<file path="src/rtl/br_pkg.sv">
// Shared types and defaults for the register bank loader.
// State encoding is fixed so the state register is easy to read on a waveform.
package br_pkg;

    typedef enum logic [1:0] {
        IDLE  = 2'd0,
        RECV  = 2'd1,
        WRITE = 2'd2,
        DONE  = 2'd3
    } br_state_t;

    localparam int NREG_DEFAULT   = 32;
    localparam int AW_DEFAULT     = 5;
    localparam int DW_DEFAULT     = 32;
    localparam int BYTES_PER_WORD = DW_DEFAULT / 8;

endpackage

</file>
<file path="src/rtl/br_word_assembler.sv">
// Packs accepted bytes MSB-first into a DW-bit word and flags the byte
// that completes the word.
module br_word_assembler
    import br_pkg::*;
#(
    parameter int DW  = DW_DEFAULT,
    parameter int BPW = BYTES_PER_WORD
) (
    input  logic          clk,
    input  logic          rst,
    input  logic          clear,
    input  logic          accept,
    input  logic [7:0]    byte_in,
    output logic [DW-1:0] word,
    output logic          word_complete
);

    localparam int CW = (BPW > 1) ? $clog2(BPW) : 1;

    logic [CW-1:0] byte_cnt;
    logic          last_byte;

    assign last_byte     = (int'(byte_cnt) == BPW - 1);
    assign word_complete = accept && !clear && last_byte;

    // NOTE: the word register is reset because it drives the bank data port
    // directly; a plain shift register without reset would leak X out of reset.
    always_ff @(posedge clk or posedge rst) begin
        if (rst) begin
            byte_cnt <= '0;
            word     <= '0;
        end else if (clear) begin
            byte_cnt <= '0;
            word     <= '0;
        end else if (accept) begin
            // Truncating the concatenation drops the oldest byte.
            word     <= DW'({word, byte_in});
            byte_cnt <= last_byte ? '0 : byte_cnt + CW'(1);
        end
    end

endmodule

</file>
<file path="src/rtl/br_loader.sv">
// Loads the register bank from a byte stream: RECV assembles a word, WRITE
// pulses regwrite for one cycle, addresses walk upward from FIRST_REG.
module br_loader
    import br_pkg::*;
#(
    parameter int NREG      = NREG_DEFAULT,
    parameter int AW        = AW_DEFAULT,
    parameter int DW        = DW_DEFAULT,
    parameter int FIRST_REG = 0
) (
    input  logic          clk,
    input  logic          rst,
    input  logic          start,
    input  logic          abort,
    input  logic [7:0]    byte_in,
    input  logic          byte_valid,
    output logic          byte_ready,
    output logic [AW-1:0] escritura,
    output logic [DW-1:0] dato_a_escribir,
    output logic          regwrite,
    output logic          busy,
    output logic          done,
    output logic [AW:0]   count
);

    localparam int LAST_REG = FIRST_REG + NREG - 1;

    generate
        if (NREG < 1 || NREG > 32 || FIRST_REG < 0 || LAST_REG > (1 << AW) - 1 ||
            DW < 8 || (DW % 8) != 0) begin : g_bad_params
            $error("br_loader: illegal NREG/FIRST_REG/AW/DW combination");
        end
    endgenerate

    localparam logic [AW-1:0] FIRST_ADDR = AW'(FIRST_REG);
    localparam logic [AW-1:0] LAST_ADDR  = AW'(LAST_REG);

    br_state_t state, state_nxt;
    logic      load_start;
    logic      accept;
    logic      asm_clear;
    logic      word_complete;

    // abort outranks start in IDLE and DONE as well as during a load.
    assign load_start = ((state == IDLE) || (state == DONE)) && start && !abort;
    assign accept     = byte_valid && byte_ready;
    assign asm_clear  = (state != RECV) || abort;

    br_word_assembler #(
        .DW  (DW),
        .BPW (DW / 8)
    ) u_assembler (
        .clk           (clk),
        .rst           (rst),
        .clear         (asm_clear),
        .accept        (accept),
        .byte_in       (byte_in),
        .word          (dato_a_escribir),
        .word_complete (word_complete)
    );

    always_ff @(posedge clk or posedge rst) begin
        if (rst) state <= IDLE;
        else     state <= state_nxt;
    end

    // NOTE: every output of this block gets a default before the case, so no
    // path through it can leave a signal unassigned and infer a latch.
    always_comb begin
        state_nxt  = state;
        byte_ready = 1'b0;
        regwrite   = 1'b0;
        busy       = 1'b0;
        done       = 1'b0;
        unique case (state)
            IDLE: begin
                if (load_start) state_nxt = RECV;
            end
            RECV: begin
                byte_ready = 1'b1;
                busy       = 1'b1;
                if (abort)              state_nxt = IDLE;
                else if (word_complete) state_nxt = WRITE;
            end
            WRITE: begin
                busy = 1'b1;
                if (abort) begin
                    state_nxt = IDLE;
                end else begin
                    regwrite  = 1'b1;
                    state_nxt = (escritura == LAST_ADDR) ? DONE : RECV;
                end
            end
            DONE: begin
                done = 1'b1;
                if (load_start) state_nxt = RECV;
            end
            default: state_nxt = IDLE;
        endcase
    end

    // NOTE: sequential state uses non-blocking assignments so every flop
    // samples the pre-edge values regardless of statement order.
    always_ff @(posedge clk or posedge rst) begin
        if (rst) begin
            escritura <= FIRST_ADDR;
            count     <= '0;
        end else if (load_start) begin
            escritura <= FIRST_ADDR;
            count     <= '0;
        end else if (state == WRITE && !abort) begin
            count <= count + (AW + 1)'(1);
            // The last address is held so the bank port shows where the load ended.
            if (escritura != LAST_ADDR) escritura <= escritura + AW'(1);
        end
    end

endmodule
</file>
<file path="config.mk">
export PLATFORM = sky130hd
export DESIGN_NAME = br_loader
export DESIGN_NICKNAME = d
export VERILOG_FILES = /design/src/rtl/br_pkg.sv /design/src/rtl/br_word_assembler.sv /design/src/rtl/br_loader.sv
export SDC_FILE = /design/constraint.sdc
export NUM_CORES = 1
export LEC_CHECK = 0
export ABC_AREA = 1
export CAP_MARGIN = 20
export CELL_PAD_IN_SITES_DETAIL_PLACEMENT = 1
export CELL_PAD_IN_SITES_GLOBAL_PLACEMENT = 2
export CORE_MARGIN = 3
export CORE_UTILIZATION = 26
export CTS_BUF_LIST = sky130_fd_sc_hd__clkbuf_4
export DETAILED_ROUTE_END_ITERATION = 6
export PLACE_DENSITY_LB_ADDON = 0.1
export SLEW_MARGIN = 25
export SYNTH_ARGS = -nofsm -noshare
export SYNTH_HDL_FRONTEND = slang
export SYNTH_SLANG_ARGS = --single-unit
</file>
<file path="constraint.sdc">
create_clock -name clk -period 1.39 [get_ports clk]
set_input_delay 0.3475 -clock clk [delete_from_list [all_inputs] [get_ports clk]]
set_output_delay 0.3475 -clock clk [all_outputs]
set_load 0.02 [all_outputs]
</file>
==> results.cfg, run 1 <==
[placement]
buffer_ports.inserted = 59
globalplace.congestion = 0.673
dp.cells = 403
dpl_cell_area_mm2 = 0.00308
dpl_wire_length_um = 4440

[worst_setup_path]
max_stage_delay_ps = 440
path_max_fanout = 2
worst-endpoint-arrival_ps = 1290
worst_setup_path_start_kind = flop
ordered_cell_list_for_the_critical_path = inv_2 > ha_4 > inv_2 > nor2_4 > buf_6
buffering_stage_count_on_the_worst_path_with_inverters_included = 3
critPathSlowestCell = sky130_fd_sc_hd__dfrtp_1
end_kind = output pin
critPathKind = flop to output pin
critical_path_required_ps = 1040
cp_top_family = flip-flops
cp_common_cell = sky130_fd_sc_hd__inv_2

[finish]
layout.nets = 364
fillCellCount = 821
final_cell_area_mm2 = 0.00381
layout-area-overhead-vs-synth_pct = 83.4
fin_cells = 445
final_layout_size_suffix_gt1_frac = 0.641

[yosys]
netlist_instances = 220
muxShareOfSynthArea = 0
top_cell_type_by_total_area_after_synthesis = sky130_fd_sc_hd__dfrtp_1
synth-simple-area-share = 0.166
ys_types = 23
synthTopCellsByArea = sky130_fd_sc_hd__dfrtp_1, sky130_fd_sc_hd__inv_1, sky130_fd_sc_hd__nand2_1
post_synth_instance_area_mm2 = 0.00208
synth_adder_area_share = 0.0422
synth_compound_gate_area_share = 0.129
dominant_combinational_cell_family_by_area_after_synthesis = simple AND/OR/NAND/NOR gates
yosysSeqAreaShare = 0.566
synth.yosys.warnings = 0
postSynthAreaPerCell_um2 = 9.44
synthXorXnorAreaFrac = 0
synth_top_area_share = 0.566
postSynthRegisterBits = 47
syn-num-nets = 240

[sta]
timing.fmax_mhz = 610
final-max-slew-violation-count = 0
setup_viol = 48
setup_tns_ps = -5550
fin_worst_skew_ps = 8.84
layout_min_cycle_time_ps = 1640
timing_worst_slew_pin_value_ps = 276
grt_setup_unrepaired = true
final_critical_path_setup_slack_ps = -250
finalHoldViolations = 0
final.period_utilization = 1.18
worst_rel_slew_slack = 0.815

[status]
failing_checks = setup timing
outcome = complete, but fails checks

[flow_run]
cap_viol_max_count = 0

[hold_path]
hold_class = input pin to async pin

[route]
ant_nets = 0
routed-via-count = 2046
detail_route.first_pass.iterations = 4
dr.first_iter.drc_count = 43
vias_per_cell = 4.60
route.detailed.drc = 0
drt-wirelength-per-cell_um = 16.1
routed_wirelength_um = 7170

[cts]
cts_tree = yes
cts_hold_buffers = 0
worstSkewPairLatency_ps = 370
cts_buffer_depth = 2
clock-sinks = 47
ctsHtreeMaxLevel = 2
path_clk_slew_ps = 150
clk_root_buffer_cell = sky130_fd_sc_hd__clkbuf_4
numCtsBuffers = 5

[grt]
antenna_found_initial = 1
first_global_vias = 2135
wire_length_of_the_first_global_routing_pass_um = 11200
grt_overflow = 0
globalRouteTotalUtil = 0.161
grt_start_max_net_pins = 24

[floorplanning]
io_pins = 60
die_height_um = 95.4
initial_core_util = 0.277
placement_rows = 31
die-area_mm2 = 0.00910
core_mm2 = 0.00749
die_x_um = 95.4

[power_and_ir_drop]
power.ir.vdd_worst_mv = 1.12
power-per-cell-area_mw_per_mm2 = 1360
leakage_component_of_the_power_nw = 1.88
power.total_mw = 5.19
[layer usage]
layer	global-route usage	share of wire	vias to the layer above
li1	-	-	970
met1	0.216	0.44	1029
met2	0.262	0.51	42
met3	0.0300	0.043	5
met4	0.0498	0.013	0
met5	0	0	-
[through the flow]
step,hold slack (ps),utilization,worst slack [ps]
2_1_floorplan,371,-,-37.5
3_3_place_gp,465,0.412,-554
3_5_place_dp,478,0.412,-564
4_1_cts,245,0.486,-290
5_1_grt,248,0.509,-343
6_report,246,0.509,-250
[cells in the mapped netlist, drive strengths merged]
| master | count |
|---|---|
| dfrtp | 47 |
| inv | 41 |
| nand2 | 36 |
| o21ai | 23 |
| nand3 | 19 |
| o22ai | 17 |
| nor2 | 12 |
| buf | 7 |
| ha | 7 |
| a21oi | 5 |
| nand4 | 3 |
| nor3 | 2 |
| a31oi | 1 |
[report_power, final]
| group | leakage [nW] | switching (mW) | internal [mW] | total [mW] |
|---|---|---|---|---|
| clock | 0.0354 | 0.484 | 0.199 | 0.683 |
| combinational | 1.20 | 1.47 | 1.39 | 2.87 |
| sequential | 0.643 | 0.129 | 1.52 | 1.65 |
| total | 1.88 | 2.09 | 3.11 | 5.19 |
[state kept, by name (all words and copies together) (netlist names)]
name	count
count	6
u_assembler.byte_cnt	2
u_assembler.word	32
state	2
escritura	5
[final cells by class]
class                           count  area, µm²  area share
Antenna cell                        1       2.50    0.000657
Timing Repair Buffer              123       1080       0.283
Sequential cell                    47       1180       0.310
Multi-Input combinational cell    125       1180       0.309
Tap cell                           99        124      0.0325
Clock buffer                        5       37.5     0.00985
Clock inverter                      3       18.8     0.00493
Timing Repair inverter              1       16.3     0.00427
Inverter                           41        173      0.0453
[final timing paths]
check / start / to / slack [ps] / cells past startpoint
setup / recovery: state[0] / regwrite / -250 / 5
hold / removal: rst / u_assembler.word[19] / 250 / 2
setup reg to reg: state[0] / u_assembler.byte_cnt[0] / -210 / 10
hold reg to reg: u_assembler.word[25] / u_assembler.word[25] / 530 / 2
max in group asynchronous: rst / escritura[1] / 730 / 3
min in group clk: u_assembler.word[25] / u_assembler.word[25] / 530 / 2
[placed cells by master, fill, tap and decap left out, types with 12 or more instances in the layout]
cell type                          n
sky130_fd_sc_hd__nand3_2          12
sky130_fd_sc_hd__buf_2            43
sky130_fd_sc_hd__clkdlybuf4s50_1  12
sky130_fd_sc_hd__o21ai_2          16
sky130_fd_sc_hd__o22ai_2          15
sky130_fd_sc_hd__nand2_1          14
sky130_fd_sc_hd__nand2_4          12
sky130_fd_sc_hd__buf_4            38
sky130_fd_sc_hd__buf_6            17
sky130_fd_sc_hd__inv_1            31
sky130_fd_sc_hd__dfrtp_1          44
[logic make-up (layout without fill, tap and decap cells)]
family                   after synthesis  in the layout
adder cells (fa/ha/maj)                7              7
buffers and inverters                 48            173
other                                  0              1
AND/OR/NAND/NOR                       72             72
flip-flops                            47             47
AO/OA/AOI/OAI                         46             46
[what timing repair did]
action,4_1_cts,5_1_grt
resized for setup,293,56
pin swaps,17,15
gates cloned,5,2
endpoints found under the setup margin,94,62
buffers inserted,21,9
No activity file was read; power rests on OpenSTA's default activity.
==> run 2: changes to the inputs <==
--- a/config.mk
+++ b/config.mk
@@ -9,6 +9,7 @@
 export CAP_MARGIN = 20
 export CELL_PAD_IN_SITES_DETAIL_PLACEMENT = 1
 export CELL_PAD_IN_SITES_GLOBAL_PLACEMENT = 2
+export CORE_ASPECT_RATIO = 0.6
 export CORE_MARGIN = 3
 export CORE_UTILIZATION = 26
 export CTS_BUF_LIST = sky130_fd_sc_hd__clkbuf_4
==> results.cfg, run 2 (synthesized netlist as in run 1, its figures left out) <==
[status]
outcome = complete, but fails checks
failing_checks = setup timing

[worst_setup_path]
critPathKind = flop to output pin
worst-endpoint-arrival_ps = 1260
end_kind = output pin
path_max_fanout = 3
worst_setup_path_start_kind = flop
critical_path_required_ps = 1040

[finish]
layout-area-overhead-vs-synth_pct = 77.5
final_layout_size_suffix_gt1_frac = 0.599
largest_reg_flops = 32
mostFrequentLayoutCell = sky130_fd_sc_hd__dfrtp_1
fin_cells = 441
top_register = u_assembler.word
layout.cells.most_common_list = sky130_fd_sc_hd__dfrtp_1, sky130_fd_sc_hd__buf_2, sky130_fd_sc_hd__buf_4
layout.nets = 356
reg.largest.list = u_assembler.word (32), count (6), escritura (5)
diodes = 0
fin_util = 0.491

[sta]
fin_worst_skew_ps = 5.90
final_critical_path_setup_slack_ps = -220
worst_rel_slew_slack = 0.837
final.period_utilization = 1.16
timing.fmax_mhz = 621
setup_viol = 51
setup_tns_ps = -6780
grt_setup_unrepaired = true
finalHoldViolations = 0
timing_worst_slew_pin_value_ps = 242
hold-worst-slack_ps = 251
final-max-slew-violation-count = 0
layout_min_cycle_time_ps = 1610

[power_and_ir_drop]
switching_share = 0.402
power_frac_comb = 0.538
internal-power_mw = 3.01
power-per-cell-area_mw_per_mm2 = 1370
leakage_component_of_the_power_nw = 1.78
power.ir.vdd_worst_mv = 0.674
seq_power_share = 0.328
power.net_switching_mw = 2.03
clk_pwr_share = 0.134

[route]
detail_route.first_pass.iterations = 4
ant_nets = 0
vias_per_cell = 4.46
routed_wirelength_um = 6980
route.detailed.drc = 0
routed-via-count = 1965
dr.first_iter.drc_count = 70
drt-wirelength-per-cell_um = 15.8

[floorplanning]
io_pins = 60
die-area_mm2 = 0.00913
placement_rows = 24
die_x_um = 121
initial_core_util = 0.277
die_height_um = 75.2
core_mm2 = 0.00751

[grt]
antenna_found_initial = 0
first_global_vias = 2012
wire_length_of_the_first_global_routing_pass_um = 10900
grt_start_max_net_pins = 31
globalRouteTotalUtil = 0.155
grt_overflow = 0

[placement]
globalplace.congestion = 0.757
dp.cells = 407
buffer_ports.inserted = 59
dp_worst_setup_slack_ps = -519
dpl_wire_length_um = 4620

[flow_run]
cap_viol_max_count = 0

[cts]
path_clk_slew_ps = 150
clk_root_buffer_cell = sky130_fd_sc_hd__clkbuf_4
cts_tree = yes
cts_buffer_depth = 2
cts_hold_buffers = 0
ctsHtreeMaxLevel = 2
numCtsBuffers = 5
clock-sinks = 47
worstSkewPairLatency_ps = 360

[hold_path]
hold_class = input pin to async pin
==> run 2: changes by cell type in the layout (fill, tap and decap cells not counted), moves of 2 or more <==
cell | before | now
sky130_fd_sc_hd__buf_2 | 43 | 39
sky130_fd_sc_hd__nor2_4 | 2 | 4
sky130_fd_sc_hd__nand3_2 | 12 | 2
sky130_fd_sc_hd__buf_4 | 38 | 36
sky130_fd_sc_hd__o22ai_2 | 15 | 13
sky130_fd_sc_hd__nand2_4 | 12 | 10
sky130_fd_sc_hd__nand2_2 | 8 | 10
sky130_fd_sc_hd__nand3_1 | 5 | 15
==> run 2: layout make-up <==
| class | count | area, µm² |
|---|---|---|
| sequential | 47 | 1180 |
| fill | 845 | 3820 |
| clock inverter | 3 | 18.8 |
| clock buffer | 5 | 37.5 |
| timing repair inverter | 1 | 16.3 |
| timing repair buffer | 115 | 993 |
| inverter | 41 | 175 |
| tap | 104 | 130 |
| multi-input combinational | 125 | 1130 |
==> run 2: what timing repair did <==
| action | in CTS | in global routing |
|---|---|---|
| setup buffers | 17 | 5 |
| gates resized for setup | 283 | 57 |
| pin swaps | 15 | 13 |
| cloned | 4 | 1 |
| endpoints found under the setup margin | 93 | 63 |
==> run 2: critical path, stage by stage, from the launching register on <==
cell and delay [ps]:
sky130_fd_sc_hd__dfrtp_2 480, sky130_fd_sc_hd__ha_4 280, sky130_fd_sc_hd__inv_2 30, sky130_fd_sc_hd__buf_6 120
==> run 2: layer usage <==
metal,vias up,share of wire,track usage
met1,968,0.51,0.232
met4,0,0.0032,0.0298
li1,958,-,-
met3,2,0.043,0.0330
met2,37,0.44,0.233
met5,-,0,0
==> run 2: path summary, 6_finish.rpt <==
kind                                           end                 start  cells past startpoint  slack [ps]
max                                           busy              state[1]                      3        -220
max in group asynchronous             escritura[0]                   rst                      3         710
min                           u_assembler.word[28]                   rst                      2         250
min reg2reg                   u_assembler.word[30]  u_assembler.word[30]                      2         520
max reg2reg                u_assembler.byte_cnt[0]              state[0]                     10        -220
min in group clk              u_assembler.word[30]  u_assembler.word[30]                      2         520
==> run 2: power groups by stage <==
stage                     clock network (mW)  logic (mW)  registers, mW
after floorplan                            0       0.864           1.80
after global placement                     0        1.89           1.66
after detailed placement                   0        1.91           1.67
after CTS                              0.703        2.44           1.64
after global routing                   0.759        2.94           1.68
final                                  0.673        2.71           1.65
==> run 2: per-stage QoR <==
step	power, mW	instance area [µm²]
final	5.04	3690
after global routing	5.38	3690
after CTS	4.78	3480
after detailed placement	3.57	3040
after global placement	3.55	3040
after floorplan	2.67	2110
